File: config.mk
export PLATFORM = sky130hd
export DESIGN_NAME = mem_arbiter
export DESIGN_NICKNAME = d
export VERILOG_FILES = /design/src/rtl/mem_arb_pkg.sv /design/src/rtl/mem_arbiter_rr_pick.sv /design/src/rtl/mem_arbiter.sv
export SDC_FILE = /design/constraint.sdc
export NUM_CORES = 1
export LEC_CHECK = 0
export ABC_AREA = 1
export CORE_ASPECT_RATIO = 1.5
export CORE_MARGIN = 3
export CORE_UTILIZATION = 29
export CTS_BUF_LIST = sky130_fd_sc_hd__clkbuf_8
export DETAILED_ROUTE_END_ITERATION = 8
export PLACE_DENSITY_LB_ADDON = 0.2
export SYNTH_ARGS = -nofsm -noshare
export SYNTH_HDL_FRONTEND = slang
export SYNTH_HIERARCHICAL = 1
export SYNTH_SLANG_ARGS = --single-unit
File: constraint.sdc
create_clock -name clk -period 3.41 [get_ports clk]
set_clock_uncertainty 0.15 [all_clocks]
set_input_delay 0.341 -clock clk [delete_from_list [all_inputs] [get_ports clk]]
set_output_delay 0.341 -clock clk [all_outputs]
set_load 0.02 [all_outputs]
File: src/rtl/mem_arb_pkg.sv
// Shared constants and types for the memory arbiter: default bus widths,
// the largest supported master count and the lock state encoding.
package mem_arb_pkg;

    localparam int ADDR_W_DEF = 16;
    localparam int DATA_W_DEF = 16;
    localparam int MAX_REQ    = 4;
    localparam int IDX_W      = 2;

    typedef enum logic {
        LK_UNLOCKED = 1'b0,
        LK_LOCKED   = 1'b1
    } lock_state_e;

    // Successor of a master index, wrapping at the configured master count.
    function automatic logic [IDX_W-1:0] next_idx(input logic [IDX_W-1:0] cur, input int n);
        if (int'(cur) >= n - 1) begin
            return '0;
        end else begin
            return cur + IDX_W'(1);
        end
    endfunction

endpackage

File: src/rtl/mem_arbiter_rr_pick.sv
// Combinational round-robin picker: the first requester at or after start_i,
// wrapping modulo N, wins; result is given one-hot and encoded.
module rr_pick
    import mem_arb_pkg::*;
#(
    parameter int N = 3
) (
    input  logic [N-1:0]     req_i,
    input  logic [IDX_W-1:0] start_i,
    output logic [N-1:0]     gnt_o,
    output logic [IDX_W-1:0] idx_o,
    output logic             any_o
);

    logic [MAX_REQ-1:0] req_pad_s;
    logic [MAX_REQ-1:0] gnt_pad_s;
    logic [IDX_W:0]     sum_s;
    logic [IDX_W-1:0]   pos_s;

    // Walk the masters from start_i and stop at the first live request.
    always_comb begin
        req_pad_s = MAX_REQ'(req_i);
        gnt_pad_s = '0;
        idx_o     = '0;
        any_o     = 1'b0;
        sum_s     = '0;
        pos_s     = '0;
        for (int k = 0; k < N; k++) begin
            sum_s = {1'b0, start_i} + (IDX_W+1)'(k);
            if (sum_s >= (IDX_W+1)'(N)) begin
                sum_s = sum_s - (IDX_W+1)'(N);
            end else begin
                sum_s = sum_s;
            end
            pos_s = sum_s[IDX_W-1:0];
            if (!any_o && req_pad_s[pos_s]) begin
                gnt_pad_s[pos_s] = 1'b1;
                idx_o            = pos_s;
                any_o            = 1'b1;
            end else begin
                any_o = any_o;
            end
        end
        gnt_o = gnt_pad_s[N-1:0];
    end

endmodule

File: src/rtl/mem_arbiter.sv
// Round-robin arbiter sharing one single-port memory between NUM_REQ masters,
// with a per-transfer lock for read-modify-write and a 1-deep read tag pipeline.
module mem_arbiter
    import mem_arb_pkg::*;
#(
    parameter int NUM_REQ = 3,
    parameter int ADDR_W  = ADDR_W_DEF,
    parameter int DATA_W  = DATA_W_DEF
) (
    input  logic                      clk,
    input  logic                      rst,
    input  logic [NUM_REQ-1:0]        req,
    input  logic [NUM_REQ-1:0]        we,
    input  logic [NUM_REQ-1:0]        lock,
    input  logic [NUM_REQ*ADDR_W-1:0] addr,
    input  logic [NUM_REQ*DATA_W-1:0] wdata,
    output logic [NUM_REQ-1:0]        gnt,
    output logic [NUM_REQ-1:0]        rvalid,
    output logic [DATA_W-1:0]         rdata,
    output logic                      mem_en,
    output logic                      mem_we,
    output logic [ADDR_W-1:0]         mem_addr,
    output logic [DATA_W-1:0]         mem_wdata,
    input  logic [DATA_W-1:0]         mem_rdata
);

    lock_state_e        state_q, state_d;
    logic [IDX_W-1:0]   owner_q, owner_d;
    logic [IDX_W-1:0]   last_q, last_d;
    logic               mem_en_q, mem_we_q;
    logic [ADDR_W-1:0]  mem_addr_q;
    logic [DATA_W-1:0]  mem_wdata_q;
    logic [IDX_W-1:0]   mem_id_q;
    logic [NUM_REQ-1:0] rvalid_q, rvalid_d;

    logic [MAX_REQ-1:0] owner_pad_s;
    logic [NUM_REQ-1:0] req_masked_s, pick_gnt_s;
    logic [IDX_W-1:0]   start_s, pick_idx_s;
    logic               pick_any_s, accept_s;
    logic               sel_we_s, sel_lock_s;
    logic [ADDR_W-1:0]  sel_addr_s;
    logic [DATA_W-1:0]  sel_wdata_s;

    // While locked only the owner may compete; the search starts after last_owner.
    always_comb begin
        owner_pad_s = {{(MAX_REQ-1){1'b0}}, 1'b1} << owner_q;
        case (state_q)
            LK_LOCKED: req_masked_s = req & owner_pad_s[NUM_REQ-1:0];
            default:   req_masked_s = req;
        endcase
        start_s = next_idx(last_q, NUM_REQ);
    end

    rr_pick #(.N(NUM_REQ)) u_pick (
        .req_i   (req_masked_s),
        .start_i (start_s),
        .gnt_o   (pick_gnt_s),
        .idx_o   (pick_idx_s),
        .any_o   (pick_any_s)
    );

    // Grant gating and selection of the winning master's command fields.
    always_comb begin
        if (rst) begin
            gnt      = pick_gnt_s;
            accept_s = pick_any_s;
        end else begin
            gnt      = '0;
            accept_s = 1'b0;
        end
        sel_we_s    = 1'b0;
        sel_lock_s  = 1'b0;
        sel_addr_s  = '0;
        sel_wdata_s = '0;
        for (int i = 0; i < NUM_REQ; i++) begin
            if (pick_idx_s == IDX_W'(i)) begin
                sel_we_s    = we[i];
                sel_lock_s  = lock[i];
                sel_addr_s  = addr[i*ADDR_W +: ADDR_W];
                sel_wdata_s = wdata[i*DATA_W +: DATA_W];
            end else begin
                sel_we_s = sel_we_s;
            end
        end
    end

    // Lock FSM and round-robin pointer advance on every accepted transfer.
    always_comb begin
        state_d = state_q;
        owner_d = owner_q;
        last_d  = last_q;
        if (accept_s) begin
            last_d = pick_idx_s;
            if (sel_lock_s) begin
                state_d = LK_LOCKED;
                owner_d = pick_idx_s;
            end else begin
                state_d = LK_UNLOCKED;
            end
        end else begin
            last_d = last_q;
        end
    end

    // A read issued last cycle returns to the master recorded in the tag stage.
    always_comb begin
        rvalid_d = '0;
        for (int i = 0; i < NUM_REQ; i++) begin
            if (mem_en_q && !mem_we_q && (mem_id_q == IDX_W'(i))) begin
                rvalid_d[i] = 1'b1;
            end else begin
                rvalid_d[i] = 1'b0;
            end
        end
        if (|rvalid_q) begin
            rdata = mem_rdata;
        end else begin
            rdata = '0;
        end
    end

    // State, memory command and tag registers.
    always_ff @(posedge clk or negedge rst) begin
        if (!rst) begin
            state_q     <= LK_UNLOCKED;
            owner_q     <= '0;
            last_q      <= IDX_W'(NUM_REQ - 1);
            mem_en_q    <= 1'b0;
            mem_we_q    <= 1'b0;
            mem_addr_q  <= '0;
            mem_wdata_q <= '0;
            mem_id_q    <= '0;
            rvalid_q    <= '0;
        end else begin
            state_q  <= state_d;
            owner_q  <= owner_d;
            last_q   <= last_d;
            mem_en_q <= accept_s;
            mem_we_q <= accept_s & sel_we_s;
            rvalid_q <= rvalid_d;
            if (accept_s) begin
                mem_addr_q  <= sel_addr_s;
                mem_wdata_q <= sel_wdata_s;
                mem_id_q    <= pick_idx_s;
            end else begin
                mem_addr_q  <= mem_addr_q;
                mem_wdata_q <= mem_wdata_q;
                mem_id_q    <= mem_id_q;
            end
        end
    end

    assign rvalid    = rvalid_q;
    assign mem_en    = mem_en_q;
    assign mem_we    = mem_we_q;
    assign mem_addr  = mem_addr_q;
    assign mem_wdata = mem_wdata_q;

endmodule

### Yosys cells after proc, flatten, opt, wreduce, memory -nomap -nowiden

Index checks and enable logic that the tools add are counted.

| cells by class | value |
|---|---|
| add/subtract/negate cells | 6 |
| magnitude comparators | 10 |
| eq/ne operators | 4 |
| shifts and indexed selects | 1 |
| muxes and demuxes | 45 |
| bitwise gates (word level) | 4 |
| reduce and logical (&&, ||, !) cells | 16 |

Operators by type and width:

| kind | number |
|---|---|
| $mux 16 | 7 |
| $mux 1 | 20 |
| $mux 3 | 5 |
| $mux 2 | 7 |
| $logic_and 1x1->1 | 9 |
| $lt 2x3->1 const B | 3 |
| $bmux 1 s2 | 3 |
| $demux 1 s2 | 3 |
| $ge 2x1->1 const B | 3 |
| $ge 3x2->1 const B | 2 |
| $or 3x3->3 | 2 |
| $sub 2x2->2 const B | 3 |
| $eq 2x1->1 const B | 2 |
| $eq 2x2->1 const B | 2 |
| $ge 2x2->1 const B | 2 |
| $logic_not 2->1 | 2 |
| $add 2x1->3 const B | 1 |
| $add 2x2->3 const B | 1 |
| $and 3x3->3 | 1 |
| $logic_not 1->1 | 3 |
| $reduce_or 3->1 | 1 |
| $shl 1x2->3 const A | 1 |
| $add 2x1->2 const B | 1 |
| $reduce_and 2->1 | 1 |
| $and 1x1->1 | 1 |

| storage, ports and cells | value |
|---|---|
| bits in registers | 44 |
| bits of input ports | 123 |
| output and inout port bits | 56 |
| word-level logic and storage cells | 95 |

### Logic depth before layout (Yosys ltp)

Gate-level depths: netlist of the first run.

| logic depth | value |
|---|---|
| depth after elaboration | 18 |
| gate-level depth with buffers | 20 |
| gate-level depth less buffers | 19 |

### Hierarchy

Netlist of the first run, hierarchy kept.

By module, submodules not included:

| module | instances | cells an instance | area an instance (µm²) | sequential area each (µm²) |
|---|---|---|---|---|
| mem_arbiter | 1 | 378 | 2597.5 | 1077.3 |
| rr_pick | 1 | 61 | 320.3 | 0.0 |

### Least setup slack after synthesis of the first run

No wires, ideal clock.

| timing | value |
|---|---|
| kind | reg-to-reg |
| from | register last_q[0] |
| to | register owner_q[0] |
| setup time | 116 ps |
| arrival time | 2152 ps |
| required time | 3144 ps |
| slack | 991 ps |
| stages on the path, launching flop included | 19 |
| path buffers | 1 |
| clock period less this slack | 2419 ps |
| path through | dfrtp_1 -> nor2_1 -> inv_1 -> ha_1 -> inv_2 -> nand2_1 -> nand3_1 -> nand2_1 -> nand2_1 -> inv_2 -> nand3_1 -> nand2_1 -> buf_6 -> nor2_8 -> nand2_1 -> nand3_1 -> nand2_1 -> nand2_1 -> nand2_1 |

| on the way | value |
|---|---|
| cells in the longest elaborated chain, start to end | 18 |
| elaborated cells between the ends (all ways) | 38 |
| those cells by class | add/sub (6); order compare (4); eq/ne (2); mux (20); reduce/logical (6) |

Ends and longest elaborated chain:

| what | RTL line | text |
|---|---|---|
| start: declaration | mem_arbiter.sv:29 | `logic [IDX_W-1:0] last_q, last_d;` |
| start signal: assignment | mem_arbiter.sv:127 | `last_q <= IDX_W'(NUM_REQ - 1);` |
| start signal: assignment | mem_arbiter.sv:137 | `last_q <= last_d;` |
| $add 2x1->2 or $ge 2x2->1 (tied branches) | mem_arb_pkg.sv:20, mem_arb_pkg.sv:17 |  |
| $mux 2 * | mem_arb_pkg.sv:17 | `if (int'(cur) >= n - 1) begin` |
| named net start_s[0] | mem_arbiter.sv:38 | `logic [IDX_W-1:0] start_s, pick_idx_s;` |
| parallel branches: the longest is 10 deep, another holds $add 2x1->3 | - |  |
| $mux 2 * | mem_arbiter_rr_pick.sv:36 | `if (!any_o && req_pad_s[pos_s]) begin` |
| named net pick_idx_s[1] | mem_arbiter.sv:38 |  |
| $logic_not 2->1 | mem_arbiter.sv:76 | `if (pick_idx_s == IDX_W'(i)) begin` |
| $mux 1 (2 in series) | mem_arbiter.sv:76 |  |
| $mux 1 * | mem_arbiter.sv:76 |  |
| $reduce_and 2->1 (no source line) * | - |  |
| end signal: assignment | mem_arbiter.sv:136 | `owner_q <= owner_d;` |
| end: declaration | mem_arbiter.sv:28 | `logic [IDX_W-1:0] owner_q, owner_d;` |

Mark *: on every way through the listed nets, which the timed path passes. The select of a mux whose other input is x is not followed.
A chain may end at the register's enable or synchronous reset.

### Final worst setup path of the first run

| timing | value |
|---|---|
| from | register last_q[0] |
| to | output gnt[1] |

| on the way | value |
|---|---|
| cells in the longest elaborated chain, start to end | 14 |
| elaborated cells between the ends (all ways) | 47 |
| those cells by class | add/sub (6); order compare (10); mux (22); bitwise (2); reduce/logical (7) |

Ends and longest elaborated chain:

| what | RTL line | text |
|---|---|---|
| $add 2x1->2 or $ge 2x2->1 (tied branches) | mem_arb_pkg.sv:20, mem_arb_pkg.sv:17 |  |
| $mux 2 * | mem_arb_pkg.sv:17 |  |
| named net start_s[0] | mem_arbiter.sv:38 |  |
| $add 2x1->3, or another cell as far along | mem_arbiter_rr_pick.sv:29 | `sum_s = {1'b0, start_i} + (IDX_W+1)'(k);` |
| $ge 3x2->1, or another cell as far along | mem_arbiter_rr_pick.sv:30 | `if (sum_s >= (IDX_W+1)'(N)) begin` |
| $mux 2, or another cell as far along | mem_arbiter_rr_pick.sv:30 |  |
| $lt 2x3->1 (implied by the code), or another cell as far along | mem_arbiter_rr_pick.sv:37 | `gnt_pad_s[pos_s] = 1'b1;` |
| $logic_and 1x1->1 (implied by the code), or another cell as far along | mem_arbiter_rr_pick.sv:37 |  |
| $mux 1 (implied by the code), or another cell as far along | mem_arbiter_rr_pick.sv:37 |  |
| $demux 1 s2, or another cell as far along | - |  |
| $or 3x3->3 (no source line) or $mux 1 (tied branches) | - |  |
| $mux 3 or $logic_not 1->1 (tied branches) | mem_arbiter_rr_pick.sv:36 |  |
| $or 3x3->3 (no source line) or $logic_and 1x1->1 (tied branches) | - |  |
| $mux 3 * | mem_arbiter_rr_pick.sv:36 |  |
| named net pick_gnt_s[1] | mem_arbiter.sv:37 | `logic [NUM_REQ-1:0] req_masked_s, pick_gnt_s;` |
| $mux 3 * | mem_arbiter.sv:64 | `if (rst) begin` |
| end: declaration | mem_arbiter.sv:17 | `output logic [NUM_REQ-1:0] gnt,` |

Mark *: on every way through the listed nets, which the timed path passes. The rest lies on a longest branch. The select of a mux whose other input is x is not followed.

==> run summary, run 1 <==
DIE HEIGHT: 129 um
Synth warn: 6
Clock Tree Buf Depth: 2
Netlist cell types: 25
Top-Level Pins: 179
Antenna viol nets, final: 0
Setup crit end kind: primary output
HP Class: in2async
Fin. max-slew vios: 0
Synth Area in XOR/XNOR: 0%
CP max stage cell: clkdlybuf4s50_1
Mux share of post-synthesis cell area: 0%
Design Power: 5.21 mW
FF-to-FF Start: last_q[0]
H-tree depth: 2
Final Util: 49.9%
Routed WL per cell: 14.4 um
Dpl ws: 0.365 ns
F_max: 312 MHz
Starting DRT DRC Count: 98
Post-Synth Adder-Cell Area: 1.72%
Post-synthesis simple-gate area fraction: 47.2%
Rows: 44
Mapped Area: 2920 um2
Reg clk slew, reported paths: 0.09 ns
Total Die Area: 11300 um2
Critical path origin: last_q[0]
Routed via count: 3442
Mapped Nets: 566
Run status: completed
Sequential share of power: 16.9%
RSZ-0062 raised after global routing: no
Seq/Total Area, Yosys: 36.9%
Post-synthesis register bit count: 43
Hpwl dp: 7850 um
Combinational power share: 76.2%
Die width: 87.9 um
CP required: 2.92 ns
Reg-to-reg slack, setup: 0.52 ns
CTS Hold Bufs: 0
Final Hold Vio Count: 0
TritonCTS clock tree: yes
Worst Tran Pin Value: 0.853 ns
Final wirelength: 10500 um
CTS resizes: 0
Core area: 9740 um2
CP peak stage delay: 0.59 ns
Min Clock Period, post-route: 3.21 ns
Nets: 736
Postcts setup bufs: 0
Clk pwr share: 6.9%
1st-pass router iterations: 4
Crit path kind: reg2out
Skew-Pair Late Insertion Delay: 0.30 ns
Final setup viols: 0
Detailed-route DRC error count: 0
Worst setup margin: 0.204 ns
Largest family of logic cells by synthesized area: simple AND/OR/NAND/NOR gates
Switching Share: 53.1%
Critical path fanouts, max: 7
Synth Area in Compound Gates: 2.32%
Post-synth EDFFs: 0
Relative slew slack: 42.8%
Cells after Synth: 439
Lkg Pwr: 2.35 nW
First-pass GRT wire length: 16100 um
Largest net degree at the start of global routing: 45
Initial antenna violation count: 2
Vias in the first global route: 3279
Critical path launch point type: flip-flop
Routability cong.: 0.839
GRT Overall Usage: 18.1%
Initial Utilization: 29.9%
Most used DFF post-synth: dfrtp_1
Crit path DAT: 2.72 ns
Setup tns final: 0 ns
Peak VDD IR: 0.520 mV
Share of cells above drive strength 1: 6.39%
# clock sinks: 43
CTS root buffer: clkbuf_8
PortBufs: 178
Pint: 2.44 mW
Syn avg cell area: 6.65 um2
Final Cycle Share: 94.0%
GRT overflow: 0
Num CTS Buffers: 5
PwrDens: 1070 nW/um2
Critical path, cell by cell: nor2_1 > inv_1 > ha_2 > inv_2 > o31ai_4 > nand3_1 > nand2_1 > nand2_1 > inv_1 > clkdlybuf4s50_1
Via density: 4.73
MaxCap Viol Count: 0
Ys async rst share: 100%
Area Growth Syn to Fin: 66.5%
Switching power: 2.77 mW
-- metal layers --
layer	vias up	share of wire, %	track usage (%)
li1	1725	-	-
met2	135	53	32.9
met3	14	7.2	3.52
met1	1568	37	19.9
met5	-	0	0
met4	0	3.0	7.68
-- final timing paths --
kind / to / cells past startpoint
max: gnt[1] / 10
min: state_q / 2
min in group clk: rvalid[1] / 1
max reg2reg: mem_addr[4] / 12
min reg2reg: rvalid[1] / 1
max in group asynchronous: last_q[1] / 2
-- sequential cells by signal (all words and copies together), names as in the netlist --
register   cells
mem_addr      16
mem_wdata     16
rvalid         3
last_q         2
owner_q        2
mem_en         1
mem_id_q       1
mem_we         1
state_q        1
-- layout make-up --
class,instances,area (um2)
fillers,963,4890
repair buffers,188,1860
multi-input cells,328,1500
flip-flops and latches,43,1080
inverters,43,164
well taps,115,144
clock buffers,7,96.3
clock inverters,1,7.51
diodes,2,5.00
-- per-stage QoR --
step                cell area, um2  instances  hold WS (ns)
finish                        4860        727        0.0197
floorplan                     2920        439        -0.105
global route                  4860        727        0.0703
detailed placement            4750        717         0.306
CTS                           4850        725        0.0374
global placement              4750        717         0.301
-- worst max-delay path, delay by kind of cell (launching register included) --
family | cells | cell delay, ns
AND/OR/NAND/NOR | 4 | 0.49
adder cells (fa/ha/maj) | 1 | 0.40
buffers and inverters | 4 | 0.82
AO/OA/AOI/OAI | 1 | 0.29
flip-flops | 1 | 0.42
-- cells by family after synthesis --
family / Yosys count
flip-flops: 43
AO/OA/AOI/OAI: 8
buffers and inverters: 68
AND/OR/NAND/NOR: 316
adder cells (fa/ha/maj): 4
-- cells in the mapped netlist (2+ instances only) --
master    instances  area (um2)
a21boi_0          3        22.5
buf_2            10        50.1
buf_4             6        45.0
buf_6             7        78.8
clkbuf_1          2        7.51
dfrtp_1          42        1050
ha_1              4        50.1
inv_1            33         124
inv_2             8        30.0
nand2_1         172         646
nand2_2           2        12.5
nand3_1         115         576
nor2_1           19        71.3
nor3_1            3        15.0
o21ai_0           3        15.0
-- cell usage in the layout (no fill, tap or decap), drive strengths merged --
cell type | Yosys | final
clkdlybuf4s50 | 0 | 177
nand2 | 175 | 175
nand3 | 116 | 116
dfrtp | 42 | 42
inv | 42 | 42
nor2 | 20 | 20
buf | 23 | 11
clkbuf | 2 | 7
nor3 | 4 | 4
o21ai | 4 | 4
ha | 4 | 4
a21boi | 3 | 3
diode | 0 | 2
clkinvlp | 0 | 1
dfstp | 1 | 1
o31ai | 1 | 1
or2 | 1 | 1
clkinv | 1 | 1
-- power by group through the flow --
stage          Sequential [mW]  Combinational, mW  Clock, mW
3_3_place_gp             0.885               3.96          0
4_1_cts                  0.884               4.03      0.374
5_1_grt                  0.914               4.41      0.401
6_report                 0.881               3.97      0.359
2_1_floorplan             1.12               2.55          0
3_5_place_dp             0.887               4.02          0
Power figures use the tool's default switching activity.
==> run 2: changes to the inputs <==
--- a/config.mk
+++ b/config.mk
@@ -7,7 +7,6 @@
 export LEC_CHECK = 0
 export ABC_AREA = 1
 export CORE_ASPECT_RATIO = 1.5
-export CORE_MARGIN = 3
 export CORE_UTILIZATION = 29
 export CTS_BUF_LIST = sky130_fd_sc_hd__clkbuf_8
 export DETAILED_ROUTE_END_ITERATION = 8
==> constraint.sdc (replaced) <==
create_clock -name clk -period 3.3 [get_ports clk]
set_clock_uncertainty 0.15 [all_clocks]
set_input_delay 0.33 -clock clk [delete_from_list [all_inputs] [get_ports clk]]
set_output_delay 0.33 -clock clk [all_outputs]
set_load 0.02 [all_outputs]
==> run 2 against run 1 <==
The run now ends with DRC left. Sequential share of layout area hardly changed. Largest cell class unchanged. Clock-buffer cell count is 1 lower. Sequential power is 4.1% higher. Design area is 0.13% higher. Combinational power is 5% higher.
==> run summary, run 2 (same netlist as run 1, synthesis figures left out) <==
GRT Overall Usage: 19.6%
Crit-path most repeated cell: nand2_1
Peak VDD IR: 0.452 mV
Initial Utilization: 29.9%
First-pass GRT wire length: 16300 um
FF-to-FF Start: last_q[0]
Critical path launch point type: flip-flop
Critical path origin: last_q[0]
Most common cell after layout, fill and taps aside: clkdlybuf4s50_1
Relative slew slack: 41.4%
R2R Path End: owner_q[1]
Vias in the first global route: 3417
Final Util: 49.9%
Final setup viols: 0
Crit path capture: gnt[1]
Setup tns final: 0 ns
Nets: 737
HP Class: in2async
Core area: 9740 um2
Diode count: 0
Detailed-route DRC error count: 32
Failing checks: DRC
MaxCap Viol Count: 0
CP required: 2.82 ns
Area Growth Syn to Fin: 66.7%
Routed WL per cell: 14.1 um
Num CTS Buffers: 5
PwrDens: 1110 nW/um2
Most frequent cells in the layout: 176 x clkdlybuf4s50_1, 170 x nand2_1, 115 x nand3_1
GRT overflow: 0
Final instance area: 4860 um2
Post-DP Area: 4770 um2
Reg-to-reg slack, setup: 0.54 ns
DIE HEIGHT: 125 um
Critical path fanouts, max: 7
F_max: 320 MHz
# clock sinks: 43
Setup crit end kind: primary output
Lkg Pwr: 2.37 nW
Top Family by Delay on Critical Path: buffers and inverters
Hpwl dp: 7880 um
Initial antenna violation count: 0
Run status: finished, violations left
TritonCTS clock tree: yes
WP buf/inv: 5
Crit path DAT: 2.64 ns
CTS root buffer: clkbuf_8
Combinational power share: 76.8%
Skew-Pair Late Insertion Delay: 0.29 ns
Antenna viol nets, final: 0
Min Clock Period, post-route: 3.12 ns
Fin. max-slew vios: 0
Starting DRT DRC Count: 126
Worst path depth: 14
Via density: 4.71
Critical path, cell by cell: nor2_2 > inv_1 > ha_2 > inv_2 > nand2_1 > nand3_1 > nand2_1 > nand2_1 > inv_2 > nand3_1 > nand2_1 > nand2_1 > inv_1 > clkdlybuf4s50_1
Switching power: 2.86 mW
PortBufs: 178
CTS resizes: 0
RSZ-0062 raised after global routing: no
Final Cycle Share: 94.6%
Pint: 2.54 mW
Routed via count: 3416
Routability cong.: 0.783
Sequential share of power: 17.0%
Postcts setup bufs: 0
1st-pass router iterations: 6
Top-Level Pins: 179
Largest net degree at the start of global routing: 45
Share of cells above drive strength 1: 6.72%
Clk pwr share: 6.2%
Crit path kind: reg2out
Reg clk slew, reported paths: 0.08 ns
Total Die Area: 10500 um2
Final wirelength: 10200 um
Worst Tran Pin Value: 0.874 ns
Rows: 44
Switching Share: 52.9%
H-tree depth: 2
Clock Tree Buf Depth: 2
CP max stage cell: clkdlybuf4s50_1
CP peak stage delay: 0.59 ns
Die width: 83.9 um
CTS Hold Bufs: 0
Final Hold Vio Count: 0
Fill count: 995
R2r worst-path depth: 17
==> run 2: area by class of cell <==
cell class	instances	area, um2	area share (%)
Timing Repair Buffer	189	1890	38.8
Sequential cell	43	1080	22.1
Inverter	43	164	3.37
Clock buffer	6	82.6	1.70
Clock inverter	1	5.00	0.103
Multi-Input combinational cell	328	1510	30.9
Tap cell	115	144	2.96
==> run 2: per-layer routing <==
layer | routed length (um) | up-vias | track usage, %
met5 | 0 | - | 0
met4 | 185 | 0 | 6.09
met3 | 511 | 11 | 2.65
met2 | 5650 | 114 | 39.3
met1 | 3870 | 1560 | 20.3
li1 | - | 1731 | -
==> run 2: stage by stage <==
stage / power (mW) / worst slack (ns) / std cells / hold WS, ns
floorplan: 3.79 / 0.881 / 439 / -0.116
global placement: 5.05 / 0.370 / 718 / 0.295
detailed placement: 5.12 / 0.318 / 718 / 0.300
CTS: 5.48 / 0.0548 / 725 / 0.0286
global route: 5.93 / 0.0108 / 725 / 0.0595
finish: 5.40 / 0.177 / 725 / 0.0128
==> run 2: power by group through the flow <==
stage | combinational, mW | sequential [mW] | clock [mW]
6_report | 4.15 | 0.917 | 0.334
2_1_floorplan | 2.63 | 1.16 | 0
3_5_place_dp | 4.20 | 0.921 | 0
5_1_grt | 4.62 | 0.948 | 0.370
4_1_cts | 4.21 | 0.917 | 0.350
3_3_place_gp | 4.13 | 0.920 | 0
==> run 2: worst min-delay path by stage <==
| stage | startpoint | endpoint | slack, ns | cells past startpoint |
|---|---|---|---|---|
| detailed placement | mem_id_q[1] | rvalid[1] | 0.30 | 1 |
| finish | rst | state_q | 0.01 | 2 |
| floorplan | rst | last_q[0] | -0.12 | 0 |
| global route | rst | state_q | 0.06 | 2 |
| global placement | mem_id_q[1] | rvalid[1] | 0.29 | 1 |
| CTS | rst | state_q | 0.03 | 2 |
==> run 2: worst reg2reg max path, stage by stage (launching register included) <==
cell	delay [ns]
dfrtp_1	0.42
inv_1	0.08
nor2_1	0.17
ha_2	0.36
inv_2	0.13
nand2_1	0.07
nand3_1	0.08
nand2_1	0.05
nand2_1	0.09
inv_2	0.05
nand3_1	0.09
nand2_2	0.14
inv_4	0.30
nand3_1	0.12
nand3_1	0.15
nand2_1	0.10
nand2_1	0.08
nand2_1	0.05
